[config.mk]
export PLATFORM = sky130hd
export DESIGN_NAME = ext_mem_host
export DESIGN_NICKNAME = d
export VERILOG_FILES = /design/src/rtl/ext_mem_host.sv
export SDC_FILE = /design/constraint.sdc
export NUM_CORES = 1
export LEC_CHECK = 0
export CAP_MARGIN = 20
export CORE_MARGIN = 2
export CORE_UTILIZATION = 30
export DETAILED_ROUTE_END_ITERATION = 8
export HOLD_SLACK_MARGIN = 0.1
export SYNTH_ARGS = -nofsm -noshare
export SYNTH_HDL_FRONTEND = slang
export SYNTH_SLANG_ARGS = --single-unit
export TNS_END_PERCENT = 5
[constraint.sdc]
create_clock -name clk -period 3 [get_ports clk]
set_input_delay 0.3 -clock clk [delete_from_list [all_inputs] [get_ports clk]]
set_output_delay 0.3 -clock clk [all_outputs]
set_load 0.005 [all_outputs]
[src/rtl/ext_mem_host.sv]
// Host initiator for CPU ext memory ports: one command at a time, write 1 cycle, read READ_LAT+1, run N cycles.
// Backpressure: cmd_ready only in IDLE; response held in RESP until rsp_ready; all outputs registered/state-decoded.
module ext_mem_host #(
   parameter int READ_LAT = 1,
   parameter int CNT_W    = 32
) (
   input  logic        clk,
   input  logic        arst_n,
   input  logic        cmd_valid,
   output logic        cmd_ready,
   input  logic [1:0]  cmd_op,
   input  logic [31:0] cmd_addr,
   input  logic [31:0] cmd_wdata,
   output logic        rsp_valid,
   input  logic        rsp_ready,
   output logic [31:0] rsp_data,
   output logic        cpu_enable,
   output logic [31:0] addr_ext,
   output logic        wen_ext,
   output logic        ren_ext,
   output logic [31:0] wdata_ext,
   output logic [31:0] addr_ext_2,
   output logic        wen_ext_2,
   output logic        ren_ext_2,
   output logic [31:0] wdata_ext_2,
   input  logic [31:0] rdata_ext_2,
   output logic        busy
);

   typedef enum logic [2:0] {S_IDLE, S_WRITE, S_READ, S_RUN, S_RESP} state_t;

   localparam logic [1:0] OP_WR_IMEM = 2'b00;
   localparam logic [1:0] OP_WR_DMEM = 2'b01;
   localparam logic [1:0] OP_RD_DMEM = 2'b10;
   localparam logic [1:0] OP_RUN     = 2'b11;

   state_t             state_q, state_d;
   logic [1:0]         op_q, op_d;
   logic [CNT_W-1:0]   cnt_q, cnt_d;
   logic [CNT_W-1:0]   run_n_q, run_n_d;
   logic [31:0]        rsp_data_q, rsp_data_d;
   logic [31:0]        addr_ext_q, addr_ext_d;
   logic [31:0]        wdata_ext_q, wdata_ext_d;
   logic [31:0]        addr_ext_2_q, addr_ext_2_d;
   logic [31:0]        wdata_ext_2_q, wdata_ext_2_d;

   always_ff @(posedge clk or negedge arst_n) begin
      if (!arst_n) begin
         state_q       <= S_IDLE;
         op_q          <= 2'b00;
         cnt_q         <= '0;
         run_n_q       <= '0;
         rsp_data_q    <= '0;
         addr_ext_q    <= '0;
         wdata_ext_q   <= '0;
         addr_ext_2_q  <= '0;
         wdata_ext_2_q <= '0;
      end else begin
         state_q       <= state_d;
         op_q          <= op_d;
         cnt_q         <= cnt_d;
         run_n_q       <= run_n_d;
         rsp_data_q    <= rsp_data_d;
         addr_ext_q    <= addr_ext_d;
         wdata_ext_q   <= wdata_ext_d;
         addr_ext_2_q  <= addr_ext_2_d;
         wdata_ext_2_q <= wdata_ext_2_d;
      end
   end

   always_comb begin
      state_d       = state_q;
      op_d          = op_q;
      cnt_d         = cnt_q;
      run_n_d       = run_n_q;
      rsp_data_d    = rsp_data_q;
      addr_ext_d    = addr_ext_q;
      wdata_ext_d   = wdata_ext_q;
      addr_ext_2_d  = addr_ext_2_q;
      wdata_ext_2_d = wdata_ext_2_q;
      case (state_q)
         S_IDLE: begin
            if (cmd_valid) begin
               op_d = cmd_op;
               case (cmd_op)
                  OP_WR_IMEM: begin
                     addr_ext_d  = cmd_addr;
                     wdata_ext_d = cmd_wdata;
                     state_d     = S_WRITE;
                  end
                  OP_WR_DMEM: begin
                     addr_ext_2_d  = cmd_addr;
                     wdata_ext_2_d = cmd_wdata;
                     state_d       = S_WRITE;
                  end
                  OP_RD_DMEM: begin
                     addr_ext_2_d = cmd_addr;
                     cnt_d        = CNT_W'(READ_LAT);
                     state_d      = S_READ;
                  end
                  default: begin
                     run_n_d = cmd_wdata[CNT_W-1:0];
                     cnt_d   = cmd_wdata[CNT_W-1:0];
                     if (cmd_wdata[CNT_W-1:0] == '0) begin
                        rsp_data_d = '0;
                        state_d    = S_RESP;
                     end else begin
                        state_d = S_RUN;
                     end
                  end
               endcase
            end
         end
         S_WRITE: state_d = S_IDLE;
         S_READ: begin
            // cnt_q counts remaining wait cycles; capture on the last one
            if (cnt_q == '0) begin
               rsp_data_d = rdata_ext_2;
               state_d    = S_RESP;
            end else begin
               cnt_d = cnt_q - 1'b1;
            end
         end
         S_RUN: begin
            cnt_d = cnt_q - 1'b1;
            if (cnt_q == CNT_W'(1)) begin
               rsp_data_d = 32'(run_n_q);
               state_d    = S_RESP;
            end
         end
         S_RESP: begin
            if (rsp_ready) state_d = S_IDLE;
         end
         default: state_d = S_IDLE;
      endcase
   end

   always_comb begin
      cmd_ready   = (state_q == S_IDLE);
      busy        = (state_q != S_IDLE);
      rsp_valid   = (state_q == S_RESP);
      rsp_data    = rsp_data_q;
      cpu_enable  = (state_q == S_RUN);
      wen_ext     = (state_q == S_WRITE) && (op_q == OP_WR_IMEM);
      wen_ext_2   = (state_q == S_WRITE) && (op_q == OP_WR_DMEM);
      ren_ext     = 1'b0;
      ren_ext_2   = (state_q == S_READ);
      addr_ext    = addr_ext_q;
      wdata_ext   = wdata_ext_q;
      addr_ext_2  = addr_ext_2_q;
      wdata_ext_2 = wdata_ext_2_q;
   end

endmodule
==> results of run 1 <==
[repair_timing]
action / in CTS / in global routing
hold buffers: 1 / 0
resized for setup: 0 / 0
hold endpoints to repair: 79 / 0
[registers in the layout (all words and copies together) (netlist names)]
register     count
state_q          3
cnt_q           32
run_n_q         32
addr_ext_2      32
wdata_ext_2     32
op_q             2
addr_ext        32
rsp_data        32
wdata_ext       32
[power groups by stage]
stage                     logic [W]  clock network [W]  registers [W]
after floorplan             0.00215                  0        0.00516
after global placement      0.00500                  0        0.00520
after detailed placement    0.00504                  0        0.00526
after CTS                   0.00508            0.00337        0.00523
after global routing        0.00545            0.00349        0.00541
final                       0.00503            0.00327        0.00523
[synth_stat cells (all sizes together), types with 6 or more instances]
cell type  count  area share (%)
dfrtp        229              57
mux2         161              18
nand2         59             2.2
o21ai         46             2.3
inv           41             1.5
clkbuf        37             1.4
a21o          32             2.4
o22ai         32             2.0
nor2          31             1.2
nor4          22             1.4
a21oi         20             1.0
nor3          17            0.85
buf           13            0.56
a31oi         10            0.63
o2bb2ai        9            0.79
or4            7            0.56
a22oi          6            0.45
a32oi          6            0.53
ha             6            0.75
[cells by family after synthesis]
family / after synthesis
other: 1
adder cells (fa/ha/maj): 6
flip-flops: 229
buffers and inverters: 91
AO/OA/AOI/OAI: 181
AND/OR/NAND/NOR: 167
multiplexers: 161
[per-layer routing]
| layer | share of wire, % | up-vias |
|---|---|---|
| met2 | 44 | 328 |
| met1 | 43 | 3979 |
| li1 | - | 3636 |
| met4 | 2.7 | 2 |
| met3 | 10 | 51 |
| met5 | 0.051 | - |
[worst paths after layout]
kind | start | to | slack (ns) | depth (start not counted)
setup / recovery | state_q[2]$_DFFE_PN0P_ | ren_ext_2 | 0.40 | 4
hold / removal | arst_n | addr_ext_2[10]$_DFFE_PN0P_ | 0.35 | 2
setup reg to reg | cnt_q[22]$_DFFE_PN0P_ | cnt_q[31]$_DFFE_PN0P_ | 0.42 | 5
hold reg to reg | rsp_data[26]$_DFFE_PN0P_ | rsp_data[26]$_DFFE_PN0P_ | 0.47 | 1
max in group asynchronous | arst_n | addr_ext_2[20]$_DFFE_PN0P_ | 1.87 | 3
min in group clk | rsp_ready | state_q[2]$_DFFE_PN0P_ | 0.38 | 2
[area by class of cell]
class | instances | area (sq um) | share of cell area [%]
clock inverter | 11 | 108 | 0.744
inverter | 41 | 154 | 1.06
antenna | 1 | 2.50 | 0.0173
timing repair buffer | 325 | 3210 | 22.2
clock buffer | 36 | 772 | 5.34
tap | 442 | 553 | 3.82
multi-input combinational | 516 | 3940 | 27.2
sequential | 229 | 5730 | 39.6
[metrics by stage]
step	cells	setup slack, ns	cell area (sq um)
2_1_floorplan	836	0.599	10000
3_3_place_gp	1552	0.229	13600
3_5_place_dp	1552	0.247	13600
4_1_cts	1600	0.385	14500
5_1_grt	1600	0.229	14500
6_report	1601	0.396	14500
[worst max-delay path, delay by kind of cell, from the launching register on]
family | cells | cell delay, ns
AND/OR/NAND/NOR | 2 | 0.44
buffers and inverters | 2 | 0.82
flip-flops | 1 | 0.49
==> flow_summary.toml, run 1 <==
[routing]
drcViolationCount = 0
dr.pass1.iters = 5
drt_iter0_markers = 476
finalWirelength_mm = 31.6
drtAntennaViolNets = 0
vias = 7996
wl_per_cell_um = 19.7
via_per_inst = 4.99

[clock_network]
clockBufferDepth = 3
clockRootBuffer = "clkbuf_16"
htree_levels = 1
cts_sinks = 229
cts_buffers = 28
path_clk_slew_ns = 0.06
cts_tree = "done"
cts_setup_buffers = 0
clock_latency_ns = 0.54

[die]
core_area_sq_um = 32700
start_util_pct = 30.6
ioPinCount = 270
die_area_sq_um = 34800
die_y_um = 187
rows = 66
die_w_um = 187

[cells_and_area]
nFillCells = 3073
final_nets = 1249
synthToLayoutAreaGrowth_pct = 44.6
mostFrequentLayoutCells = "clkdlybuf4s50_1 (267), dfrtp_1 (229), mux2_2 (161)"
final_common_cell = "clkdlybuf4s50_1"
finish.utilization_pct = 44.2
layout-drive-gt1-share_pct = 23.5

[synthesis]
yosysUniqueCellTypes = 50
syn-instance-count = 836
netlist_area_sq_um = 10000
synth_simple_gate_area_share_pct = 8.51
synth_nets = 944
synth_compound_area_share_pct = 11.8
synthArstFlopShare_pct = 100
synth-xor-area-share_pct = 0
yosysWarnings = 0
synth_seq_cells = 229
synthAdderAreaFrac_pct = 0.751
synth_edf_count = 0
synthFlopType = "dfrtp_1"
seq_area_frac_synth_pct = 57.3
synth_top_family_by_area = "multiplexers"
avgSynthCellArea_sq_um = 12.0
synthMuxAreaShare_pct = 18.1

[timing]
finalCritPeriodShare_pct = 86.8
rsz0062_at_grt = "false"
setup_violations = 0
max-slew-margin-rel_pct = 55.2
hold_slack_ns = 0.348
finalCriticalPeriod_ns = 2.60
fmax_mhz = 384
worst_pin_slew_ns = 0.672
hold_viol = 0
tns_ns = 0
slew_violations = 0
skew_ns = 0.00847

[outcome]
status = "finished, final reports clean"

[setup_path]
worst_path_largest_cell_delay_ns = 0.56
required_ns = 2.70
crit_path_top_delay_cell = "clkdlybuf4s50_1"
cp-end-kind = "output pin"
worstPathArrival_ns = 2.30
startpoint_type = "flip-flop"
crit_chain = "nand2b_1 > buf_4 > nor2_1 > clkdlybuf4s50_1"
worst-setup-path-type = "reg -> out"
cp_max_fo = 34

[power]
peakVddDrop_mv = 0.560
power_density_nw_per_um2 = 935
p_sw_w = 0.00408
combPwrFrac_pct = 37.1
p_int_w = 0.00944
pwr-share-clk_pct = 24.2
p_leak_nw = 5.94
total_power_w = 0.0135
p_sw_share_pct = 30.2
power_frac_seq_pct = 38.7

[place]
io_buffers = 268
gp_congestion = 0.824
detailed_place_hpwl_mm = 22.2

[grt]
globalRouteMet2Util_pct = 27.3
grt.total_usage_pct = 17.9
grt_pass1_vias = 8342
grt_max_degree = 83
antenna_found_initial = 2
grt_overflow = 0
use_met1_pct = 23.9
use_met3_pct = 6.47
grt_pass1_wl_mm = 49.4
busiest_layer = "met2"

[run]
maxCapViolCount = 0

[min_path]
hold_path_class = "in -> async"
Power figures use the tool's default switching activity.
==> run 2, diff against run 1 <==
- HOLD_SLACK_MARGIN: 0.1 -> unset
==> results of run 2 <==
Final layout, timing and power as in run 1 (identical DEF).
